$ cat src/rtl/cache_controller_if.sv
// Bundle of CPU, cache_memory and main-memory signals around the cache controller.
// master: the controller's view; slave: the surrounding CPU/cache/memory view.
interface cache_controller_if #(
    parameter int unsigned AW = 32
);
    logic          cpu_req_valid;
    logic          cpu_req_ready;
    logic          cpu_rw;
    logic [AW-1:0] cpu_addr;
    logic [7:0]    cpu_wdata;
    logic          cpu_resp_valid;
    logic [7:0]    cpu_rdata;

    logic [AW-1:0] address_word;
    logic          try_read;
    logic          try_write;
    logic [7:0]    write_data;
    logic [3:0]    reset_age;
    logic [3:0]    increment_age;
    logic [7:0]    data;
    logic [7:0]    ages;
    logic          hit_miss;
    logic [3:0]    hit_miss_set;

    logic          mem_rd_req;
    logic [AW-1:0] mem_rd_addr;
    logic          mem_rd_valid;
    logic [7:0]    mem_rd_data;
    logic          mem_wr_req;
    logic [AW-1:0] mem_wr_addr;
    logic [7:0]    mem_wr_data;
    logic          mem_wr_ack;

    modport master (
        input  cpu_req_valid, cpu_rw, cpu_addr, cpu_wdata,
        output cpu_req_ready, cpu_resp_valid, cpu_rdata,
        output address_word, try_read, try_write, write_data, reset_age, increment_age,
        input  data, ages, hit_miss, hit_miss_set,
        output mem_rd_req, mem_rd_addr, mem_wr_req, mem_wr_addr, mem_wr_data,
        input  mem_rd_valid, mem_rd_data, mem_wr_ack
    );

    modport slave (
        output cpu_req_valid, cpu_rw, cpu_addr, cpu_wdata,
        input  cpu_req_ready, cpu_resp_valid, cpu_rdata,
        input  address_word, try_read, try_write, write_data, reset_age, increment_age,
        output data, ages, hit_miss, hit_miss_set,
        input  mem_rd_req, mem_rd_addr, mem_wr_req, mem_wr_addr, mem_wr_data,
        output mem_rd_valid, mem_rd_data, mem_wr_ack
    );
endinterface

$ cat src/rtl/cache_controller.sv
// Request sequencer in front of a 128-set 4-way cache_memory: true-LRU ages,
// read-miss block fill from main memory, write-through with no-write-allocate.
module cache_controller #(
    parameter int unsigned ADDRESS_WORD_SIZE = 32,
    parameter int unsigned TAG_SIZE          = 19,
    parameter int unsigned BLOCK_SIZE        = 16,
    parameter int unsigned WORD_SIZE         = 4
) (
    input logic               clk,
    input logic               rst_b,
    cache_controller_if.master bus
);

    localparam int unsigned AW      = ADDRESS_WORD_SIZE;
    localparam int unsigned Bytes   = BLOCK_SIZE * WORD_SIZE;
    localparam int unsigned OffsetW = ADDRESS_WORD_SIZE - TAG_SIZE - 7;
    localparam logic [OffsetW:0] LastBeat = (OffsetW + 1)'(Bytes - 1);

    typedef enum logic [2:0] {
        StIdle, StLookup, StCacheWr, StMemWr, StFillReq, StFill, StUpdate, StResp
    } state_e;

    state_e         state_q;
    logic [AW-1:0]  addr_q;
    logic           rw_q;
    logic [7:0]     wdata_q;
    logic [7:0]     rdata_q;
    logic [OffsetW:0] cnt_q;

    logic [1:0] hit_age;
    logic [3:0] lru_inc;

    always_ff @(posedge clk or negedge rst_b) begin
        if (!rst_b) begin
            state_q <= StIdle;
            addr_q  <= '0;
            rw_q    <= 1'b0;
            wdata_q <= '0;
            rdata_q <= '0;
            cnt_q   <= '0;
        end else begin
            unique case (state_q)
                StIdle: begin
                    if (bus.cpu_req_valid) begin
                        addr_q  <= bus.cpu_addr;
                        rw_q    <= bus.cpu_rw;
                        wdata_q <= bus.cpu_wdata;
                        state_q <= StLookup;
                    end
                end
                StLookup: begin
                    if (rw_q) begin
                        state_q <= bus.hit_miss ? StCacheWr : StMemWr;
                    end else if (bus.hit_miss) begin
                        rdata_q <= bus.data;
                        state_q <= StResp;
                    end else begin
                        state_q <= StFillReq;
                    end
                end
                StCacheWr: state_q <= StMemWr;
                StMemWr: begin
                    if (bus.mem_wr_ack) state_q <= StResp;
                end
                StFillReq: begin
                    cnt_q   <= '0;
                    state_q <= StFill;
                end
                StFill: begin
                    if (bus.mem_rd_valid) begin
                        if (cnt_q[OffsetW-1:0] == addr_q[OffsetW-1:0]) rdata_q <= bus.mem_rd_data;
                        cnt_q <= cnt_q + 1'b1;
                        if (cnt_q == LastBeat) state_q <= StUpdate;
                    end
                end
                StUpdate: state_q <= StResp;
                StResp:   state_q <= StIdle;
                default:  state_q <= StIdle;
            endcase
        end
    end

    // Age of the hit way, then every younger way ages by one.
    always_comb begin
        hit_age = '0;
        lru_inc = '0;
        for (int k = 0; k < 4; k++) begin
            if (bus.hit_miss_set[k]) hit_age = hit_age | bus.ages[2*k +: 2];
        end
        for (int k = 0; k < 4; k++) begin
            lru_inc[k] = !bus.hit_miss_set[k] && (bus.ages[2*k +: 2] < hit_age);
        end
    end

    always_comb begin
        bus.cpu_req_ready  = 1'b0;
        bus.cpu_resp_valid = 1'b0;
        bus.cpu_rdata      = '0;
        bus.address_word   = '0;
        bus.try_read       = 1'b0;
        bus.try_write      = 1'b0;
        bus.write_data     = '0;
        bus.reset_age      = '0;
        bus.increment_age  = '0;
        bus.mem_rd_req     = 1'b0;
        bus.mem_rd_addr    = '0;
        bus.mem_wr_req     = 1'b0;
        bus.mem_wr_addr    = '0;
        bus.mem_wr_data    = '0;
        unique case (state_q)
            StIdle: bus.cpu_req_ready = 1'b1;
            StLookup: begin
                bus.address_word = addr_q;
                bus.try_read     = 1'b1;
                if (bus.hit_miss) begin
                    bus.reset_age     = bus.hit_miss_set;
                    bus.increment_age = lru_inc;
                end
            end
            StCacheWr: begin
                bus.address_word = addr_q;
                bus.try_write    = 1'b1;
                bus.write_data   = wdata_q;
            end
            StMemWr: begin
                bus.mem_wr_req  = 1'b1;
                bus.mem_wr_addr = addr_q;
                bus.mem_wr_data = wdata_q;
            end
            StFillReq: begin
                bus.mem_rd_req  = 1'b1;
                bus.mem_rd_addr = {addr_q[AW-1:OffsetW], {OffsetW{1'b0}}};
            end
            StFill: begin
                // Beat 0 misses and allocates the age-3 victim; later beats hit it.
                if (bus.mem_rd_valid) begin
                    bus.address_word = {addr_q[AW-1:OffsetW], cnt_q[OffsetW-1:0]};
                    bus.try_write    = 1'b1;
                    bus.write_data   = bus.mem_rd_data;
                end
            end
            StUpdate: begin
                bus.address_word  = addr_q;
                bus.try_read      = 1'b1;
                bus.reset_age     = bus.hit_miss_set;
                bus.increment_age = lru_inc;
            end
            StResp: begin
                bus.cpu_resp_valid = 1'b1;
                bus.cpu_rdata      = rw_q ? 8'h00 : rdata_q;
            end
            default: ;
        endcase
    end

endmodule

$ cat src/flat_wrapper.sv
// flat-port wrapper written by rule: the top's interface ports become plain ports
module cache_controller_flat 
#(
    parameter int unsigned ADDRESS_WORD_SIZE = 32,
    parameter int unsigned TAG_SIZE          = 19,
    parameter int unsigned BLOCK_SIZE        = 16,
    parameter int unsigned WORD_SIZE         = 4
)
  (clk, rst_b, bus_cpu_req_valid, bus_cpu_rw, bus_cpu_addr, bus_cpu_wdata, bus_cpu_req_ready, bus_cpu_resp_valid, bus_cpu_rdata, bus_address_word, bus_try_read, bus_try_write, bus_write_data, bus_reset_age, bus_increment_age, bus_data, bus_ages, bus_hit_miss, bus_hit_miss_set, bus_mem_rd_req, bus_mem_rd_addr, bus_mem_wr_req, bus_mem_wr_addr, bus_mem_wr_data, bus_mem_rd_valid, bus_mem_rd_data, bus_mem_wr_ack);
  cache_controller_if #(.AW(32)) bus_i ();
  input logic clk;
  input logic rst_b;
  input wire logic [$bits(bus_i.cpu_req_valid)-1:0] bus_cpu_req_valid;
  input wire logic [$bits(bus_i.cpu_rw)-1:0] bus_cpu_rw;
  input wire logic [$bits(bus_i.cpu_addr)-1:0] bus_cpu_addr;
  input wire logic [$bits(bus_i.cpu_wdata)-1:0] bus_cpu_wdata;
  output wire logic [$bits(bus_i.cpu_req_ready)-1:0] bus_cpu_req_ready;
  output wire logic [$bits(bus_i.cpu_resp_valid)-1:0] bus_cpu_resp_valid;
  output wire logic [$bits(bus_i.cpu_rdata)-1:0] bus_cpu_rdata;
  output wire logic [$bits(bus_i.address_word)-1:0] bus_address_word;
  output wire logic [$bits(bus_i.try_read)-1:0] bus_try_read;
  output wire logic [$bits(bus_i.try_write)-1:0] bus_try_write;
  output wire logic [$bits(bus_i.write_data)-1:0] bus_write_data;
  output wire logic [$bits(bus_i.reset_age)-1:0] bus_reset_age;
  output wire logic [$bits(bus_i.increment_age)-1:0] bus_increment_age;
  input wire logic [$bits(bus_i.data)-1:0] bus_data;
  input wire logic [$bits(bus_i.ages)-1:0] bus_ages;
  input wire logic [$bits(bus_i.hit_miss)-1:0] bus_hit_miss;
  input wire logic [$bits(bus_i.hit_miss_set)-1:0] bus_hit_miss_set;
  output wire logic [$bits(bus_i.mem_rd_req)-1:0] bus_mem_rd_req;
  output wire logic [$bits(bus_i.mem_rd_addr)-1:0] bus_mem_rd_addr;
  output wire logic [$bits(bus_i.mem_wr_req)-1:0] bus_mem_wr_req;
  output wire logic [$bits(bus_i.mem_wr_addr)-1:0] bus_mem_wr_addr;
  output wire logic [$bits(bus_i.mem_wr_data)-1:0] bus_mem_wr_data;
  input wire logic [$bits(bus_i.mem_rd_valid)-1:0] bus_mem_rd_valid;
  input wire logic [$bits(bus_i.mem_rd_data)-1:0] bus_mem_rd_data;
  input wire logic [$bits(bus_i.mem_wr_ack)-1:0] bus_mem_wr_ack;
  assign bus_i.cpu_req_valid = bus_cpu_req_valid;
  assign bus_i.cpu_rw = bus_cpu_rw;
  assign bus_i.cpu_addr = bus_cpu_addr;
  assign bus_i.cpu_wdata = bus_cpu_wdata;
  assign bus_cpu_req_ready = bus_i.cpu_req_ready;
  assign bus_cpu_resp_valid = bus_i.cpu_resp_valid;
  assign bus_cpu_rdata = bus_i.cpu_rdata;
  assign bus_address_word = bus_i.address_word;
  assign bus_try_read = bus_i.try_read;
  assign bus_try_write = bus_i.try_write;
  assign bus_write_data = bus_i.write_data;
  assign bus_reset_age = bus_i.reset_age;
  assign bus_increment_age = bus_i.increment_age;
  assign bus_i.data = bus_data;
  assign bus_i.ages = bus_ages;
  assign bus_i.hit_miss = bus_hit_miss;
  assign bus_i.hit_miss_set = bus_hit_miss_set;
  assign bus_mem_rd_req = bus_i.mem_rd_req;
  assign bus_mem_rd_addr = bus_i.mem_rd_addr;
  assign bus_mem_wr_req = bus_i.mem_wr_req;
  assign bus_mem_wr_addr = bus_i.mem_wr_addr;
  assign bus_mem_wr_data = bus_i.mem_wr_data;
  assign bus_i.mem_rd_valid = bus_mem_rd_valid;
  assign bus_i.mem_rd_data = bus_mem_rd_data;
  assign bus_i.mem_wr_ack = bus_mem_wr_ack;
  cache_controller #(.ADDRESS_WORD_SIZE(ADDRESS_WORD_SIZE), .TAG_SIZE(TAG_SIZE), .BLOCK_SIZE(BLOCK_SIZE), .WORD_SIZE(WORD_SIZE)) u_core (.clk(clk), .rst_b(rst_b), .bus(bus_i));
endmodule
$ cat config.mk
export PLATFORM = sky130hd
export DESIGN_NAME = cache_controller_flat
export DESIGN_NICKNAME = d
export VERILOG_FILES = /design/src/rtl/cache_controller_if.sv /design/src/rtl/cache_controller.sv /design/src/flat_wrapper.sv
export SDC_FILE = /design/constraint.sdc
export NUM_CORES = 1
export LEC_CHECK = 0
export BUFFER_PORTS_ARGS = -buffer_cell sky130_fd_sc_hd__buf_2
export CAP_MARGIN = 30
export CORE_UTILIZATION = 45
export CTS_CLUSTER_DIAMETER = 150
export CTS_CLUSTER_SIZE = 16
export DETAILED_ROUTE_END_ITERATION = 6
export GPL_TIMING_DRIVEN = 0
export PLACE_DENSITY = 0.9
export SYNTH_ARGS = -nofsm -noshare
export SYNTH_HDL_FRONTEND = slang
export SYNTH_SLANG_ARGS = --single-unit
$ cat constraint.sdc
create_clock -name clk -period 2.5 [get_ports clk]
set_clock_uncertainty 0.05 [all_clocks]
set_input_delay 0.5 -clock clk [delete_from_list [all_inputs] [get_ports clk]]
set_output_delay 0.5 -clock clk [all_outputs]
set_load 0.05 [all_outputs]
==> impl_metrics.tcl, run 1 <==
set metrics [dict create \
    outcome "complete, but fails checks" \
    violations "negative setup slack" \
    end_kind "primary output" \
    viasPerCell 5.277 \
    num_vias 3657 \
    cts_made_buffers 9 \
    p_leak_uw 0.003013 \
    crit_type "reg2out" \
    crit_required_ps 1950 \
    yosys-top-cells-area "dfrtp_1 41%, mux2_2 17%, and2_1 12%" \
    p_per_area_nw_per_um2 1451 \
    drt-pass1-iter-count 5 \
    finalSetupViolCount 17 \
    critPathMaxFanout 6 \
    crit_top_cell "buf_8" \
    dp_hpwl_um 8322 \
    io_buffers 202 \
    slew_viol_final 0 \
    synthesis.instances 352 \
    htree_num_levels 3 \
    place_congestion 0.8340 \
    drt_iter0_drc 138 \
    yosys.area.top_type "dfrtp_1" \
    synth-seq-cells 59 \
    cp-start-kind "flop" \
    die_h_um 91.61 \
    syn_area_um2 3613 \
    synth_top_area_share_pct 40.86 \
    arrival_ps 1990 \
    num_rows 32 \
    grt_pass1_wl_um 18040 \
    syn_area_per_cell_um2 10.27 \
    fin_tns_setup_ps -223.7 \
    finalWorstSetupSlack_ps -40.60 \
    drv_cap 0 \
    ff2ff_setup_slack_ps 400 \
    core_area_um2 7727 \
    insertedDiodeCount 0 \
    yosysWarnings 0 \
    start_util_pct 46.76 \
    clock_path_buffers 2 \
    clock-sinks 59 \
    cts_tree "built" \
    hold_ws_ps 140.8 \
    dieWidth_um 91.61 \
    ant_nets 0 \
    layout-drive-gt1-share_pct 58.88 \
    wl_per_cell_um 18.16 \
    antenna_found_initial 0 \
    first_global_vias 3608 \
    path_cells "or3b_4, o21ai_4, nor2_4, buf_8, buf_12, nor2b_4, buf_8" \
    period_minus_slack_ps 2541 \
    timing.final.crit_share_pct 101.6 \
    ys_types 43 \
    final_nets 664 \
    syn2layout_area_growth_pct 57.93 \
    hold_viol 0 \
    ctsHoldBuffers 0 \
    vdd_drop_max_mv 1.021 \
    worst_pin_slew_ps 628.6 \
    yosysSeqAreaShare_pct 40.86 \
    io-pin-count 209 \
    drc 0 \
    grtUsageTotal_pct 27.58 \
    clk_pin_slew_worst_paths_ps 70 \
    worstSkewPairLatency_ps 320 \
    max_freq_mhz 393.6 \
    grt_max_degree 36 \
    relSlewSlack_pct 58.09 \
    postRouteWirelength_um 12590 \
    root_buffer "clkbuf_8" \
    rsz0062_at_grt "true" \
    dieArea_um2 8392 \
    cp_slowest_cell "or3b_4" \
    crit_path_max_incr_delay_ps 440 \
    hold_class "in2async" \
    grt-ovfl-total 0 \
]
==> worst paths after layout <==
kind / depth (start not counted) / end / from
max: 7 / bus_address_word[10] / u_core.state_q[2]$_DFFE_PN0P_
min: 1 / u_core.cnt_q[3]$_DFFE_PN0P_ / rst_b
max reg2reg: 6 / u_core.rdata_q[3]$_DFFE_PN0P_ / u_core.state_q[2]$_DFFE_PN0P_
min reg2reg: 1 / u_core.rdata_q[7]$_DFFE_PN0P_ / u_core.rdata_q[7]$_DFFE_PN0P_
max in group asynchronous: 2 / u_core.state_q[0]$_DFFE_PN0P_ / rst_b
min in group clk: 3 / u_core.rw_q$_DFFE_PN0P_ / bus_cpu_rw
==> registers in the layout, indices dropped and copies added, names as in the netlist <==
register / count
u_core.state_q: 3
u_core.cnt_q: 7
u_core.rdata_q: 8
u_core.wdata_q: 8
u_core.rw_q: 1
u_core.addr_q: 32
==> metal layers <==
metal	GRT usage [%]	vias up	part of all wire, %
met3	5.224	21	6.7
met4	8.333	0	1.8
met2	50.06	174	53
li1	-	1664	-
met5	0	-	0
met1	32.89	1798	38
==> cells in the mapped netlist (all sizes together) <==
| cell type | instances |
|---|---|
| xor2 | 7 |
| nor2 | 10 |
| a21oi | 2 |
| a211oi | 1 |
| and2 | 71 |
| mux2 | 56 |
| o31ai | 1 |
| or3 | 1 |
| and2b | 10 |
| nor4 | 2 |
| nor2b | 16 |
| nand2b | 2 |
| ha | 2 |
| dfrtp | 59 |
| or3b | 1 |
| xnor2 | 3 |
| nand3 | 2 |
| a222oi | 2 |
| nand2 | 12 |
| a2bb2oi | 1 |
| inv | 5 |
| a22o | 14 |
| o21a | 1 |
| o21ai | 9 |
| and4b | 1 |
| and3b | 1 |
| nor3b | 1 |
| maj3 | 3 |
| buf | 17 |
| nand3b | 1 |
| clkbuf | 11 |
| nand4b | 1 |
| o41ai | 2 |
| or2 | 1 |
| and3 | 9 |
| a21boi | 1 |
| a21o | 3 |
| conb | 1 |
| nor3 | 9 |
==> worst max-delay path: cells and delay by family, from the launching register on <==
kind	cells	cell delay, ps
buf+inv	3	450
flops	1	430
compound gates	1	110
simple gates	3	680
==> power by group <==
group / total (µW) / switching, µW / leakage (µW) / internal [µW]
clock: 744 / 367 / 0.0000860 / 377
sequential: 1790 / 414 / 0.000733 / 1380
combinational: 5740 / 3590 / 0.00219 / 2160
total: 8280 / 4370 / 0.00301 / 3910
==> cell type report <==
class | instances | area (µm²)
buffer | 25 | 188.9
clock buffer | 12 | 145.1
clock inverter | 3 | 15.01
fill | 528 | 2021
inverter | 5 | 22.52
multi-input combinational | 265 | 2167
sequential | 59 | 1480
tap | 102 | 127.6
timing repair buffer | 222 | 1560
==> cells in the final DEF, fill, tap and decap left out, drive strengths merged, types with 3 or more instances in the layout <==
cell type,synthesis,final
conb,1,6
and2b,10,10
mux2,56,56
nor3,9,9
xnor2,3,3
nand2,12,12
o21ai,9,9
a21o,3,3
a22o,14,14
nor2b,16,16
nor2,10,10
and3,9,9
inv,5,4
and2,71,71
clkinv,0,3
buf,17,237
dfrtp,59,59
clkbuf,11,22
xor2,7,7
maj3,3,3
==> repair_timing <==
item | 4_1_cts | 5_1_grt
buffers inserted | 11 | 7
pin swaps | 5 | 8
resized for setup | 121 | 72
gates cloned | 0 | 1
hold endpoints to repair | 0 | 0
endpoints found under the setup margin | 119 | 95
==> stage by stage <==
stage	cell area, µm²	power [µW]	util (%)	instances	worst slack (ps)
final	5707	8280	73.85	693	-40.60
after CTS	5408	7671	69.98	686	-35.25
after global routing	5707	8612	73.85	693	-72.47
after global placement	4805	6212	62.18	661	-347.0
after detailed placement	4825	6343	62.44	662	-428.6
after floorplan	3666	5246	-	357	-313.3
==> cell families after synthesis <==
logic type / count (synthesis) / synth area share (%)
other: 1 / 0.1038
and+or+nand+nor: 151 / 25.17
DFF: 59 / 40.86
adders and majority gates: 5 / 1.523
muxes: 56 / 17.45
xor gates and xnor gates: 10 / 2.424
buffers and inverters: 33 / 4.640
AOI/OAI and AO/OA: 37 / 7.826
No activity file was read; power rests on OpenSTA's default activity.
==> run 2, diff against run 1 <==
GPL_ROUTABILITY_DRIVEN = 0   (was default)
SKIP_CTS_REPAIR_TIMING = 1   (was default)
==> run 2 against run 1 <==
Against the previous run: combinational power is 5.6% lower; hold slack better by 8.7 ps; largest cell class unchanged; first-iteration DRC count is 1.4% higher; clock power is 0.9% lower; highest routed layer unchanged; the run still ends with negative setup slack left.
==> impl_metrics.tcl, run 2 (synthesis results as in run 1) <==
set metrics [dict create \
    slew_viol_final 0 \
    root_buffer "clkbuf_8" \
    clk_pin_slew_worst_paths_ps 60 \
    htree_num_levels 3 \
    p_per_area_nw_per_um2 1420 \
    worstReg2RegEnd "u_core.addr_q[18]$_DFFE_PN0P_" \
    insertedDiodeCount 0 \
    grt-ovfl-total 0 \
    finalWorstSetupSlack_ps -56.85 \
    grtUsageTotal_pct 25.73 \
    violations "negative setup slack" \
    syn2layout_area_growth_pct 54.61 \
    drt-pass1-iter-count 5 \
    antenna_found_initial 0 \
    start_util_pct 46.76 \
    grt_pass1_wl_um 16860 \
    final_common_cell "buf_2" \
    fin_cells 693 \
    final_nets 664 \
    reg_top3 "u_core.addr_q x32, u_core.rdata_q x8, u_core.wdata_q x8" \
    num_vias 3649 \
    cp_slowest_cell "dfrtp_1" \
    r2r_cells 7 \
    ff_latch_area_um2 1478 \
    ff2ff_setup_slack_ps 390 \
    core_area_um2 7727 \
    crit_required_ps 1950 \
    postRouteWirelength_um 12250 \
    worst_pin_slew_ps 645.5 \
    viasPerCell 5.266 \
    outcome "complete, but fails checks" \
    grt_max_degree 36 \
    clock-sinks 59 \
    dieArea_um2 8392 \
    pre_cts_ws_ps -428.6 \
    drv_cap 0 \
    drt_iter0_drc 140 \
    first_global_vias 3421 \
    cts_tree "built" \
    top_register "u_core.addr_q" \
    dp_hpwl_um 8322 \
    cp-start-kind "flop" \
    hold_class "in2async" \
    fillers 566 \
    largest_reg_flops 32 \
    end_kind "primary output" \
    period_minus_slack_ps 2557 \
    dieWidth_um 91.61 \
    rsz0062_at_grt "true" \
    drc 0 \
    io-pin-count 209 \
    ant_nets 0 \
    multi_input_area_um2 2112 \
    num_rows 32 \
    relSlewSlack_pct 56.97 \
    io_buffers 202 \
    vdd_drop_max_mv 1.100 \
    crit_type "reg2out" \
    path_cells "buf_6, clkinvlp_4, o21ai_4, nor2_4, buf_6, and2b_1, buf_6" \
    crit_top_cell "buf_6" \
    final_cell_mix "123 x buf_2, 70 x and2_1, 58 x dfrtp_1, 56 x mux2_2, 47 x clkbuf_4" \
    r2r_start "u_core.state_q[0]$_DFFE_PN0P_" \
    p_leak_uw 0.002940 \
    wl_per_cell_um 17.67 \
    die_h_um 91.61 \
    hold_viol 0 \
    cts_made_buffers 9 \
    layout-drive-gt1-share_pct 58.38 \
    finalSetupViolCount 27 \
    timing.final.crit_share_pct 102.3 \
    critPathMaxFanout 10 \
    clock_path_buffers 2 \
    crit_path_max_incr_delay_ps 430 \
    place_inst 662 \
    max_freq_mhz 391.1 \
    arrival_ps 2010 \
    worstSkewPairLatency_ps 320 \
    total_power_uw 7933 \
]
## run 2: worst max-delay path by stage
stage,startpoint,end,cells past startpoint
5_1_grt,u_core.state_q[1]$_DFFE_PN0P_,bus_address_word[15],7
6_report,u_core.state_q[1]$_DFFE_PN0P_,bus_address_word[21],7
3_5_place_dp,u_core.state_q[2]$_DFFE_PN0P_,bus_mem_rd_addr[26],5
4_1_cts,u_core.state_q[2]$_DFFE_PN0P_,bus_mem_rd_addr[20],5
2_1_floorplan,u_core.state_q[0]$_DFFE_PN0P_,bus_increment_age[0],5
3_3_place_gp,u_core.state_q[2]$_DFFE_PN0P_,bus_mem_rd_addr[26],5
## run 2: layout make-up
class | instances | share of cell area [%]
Tap cell | 102 | 2.284
Buffer | 27 | 3.740
Clock inverter | 3 | 0.2688
Timing Repair Buffer | 220 | 26.45
Multi-Input combinational cell | 265 | 37.81
Sequential cell | 59 | 26.45
Inverter | 5 | 0.4031
Clock buffer | 12 | 2.598
## run 2: critical path: cells and delay by family (launching register included)
kind / cells / cell delay [ps]
simple gates: 2 / 330
flops: 1 / 430
buf+inv: 4 / 640
compound gates: 1 / 270
## run 2: layer usage
metal / routed length (µm) / vias to the layer above / track usage, % / part of all wire, %
li1: - / 1663 / - / -
met1: 4681 / 1802 / 30.59 / 38
met3: 709 / 26 / 5.141 / 5.8
met2: 6591 / 158 / 46.05 / 54
met5: 0 / - / 0 / 0
met4: 262 / 0 / 8.995 / 2.1
## run 2: where the power goes
part | internal, µW | switching [µW]
clock network | 377 | 360
registers | 1380 | 396
logic | 1930 | 3490
## run 2: per-stage QoR
| step | area [µm²] | utilization [%] | hold WS [ps] | TNS [ps] |
|---|---|---|---|---|
| 6_report | 5587 | 72.30 | 149.6 | -597.2 |
| 5_1_grt | 5587 | 72.30 | 191.5 | -5513 |
| 4_1_cts | 4985 | 64.51 | 150.1 | -47710 |
| 3_5_place_dp | 4825 | 62.44 | 439.8 | -14460 |
| 3_3_place_gp | 4805 | 62.18 | 429.3 | -10720 |
| 2_1_floorplan | 3666 | - | 154.4 | -8685 |
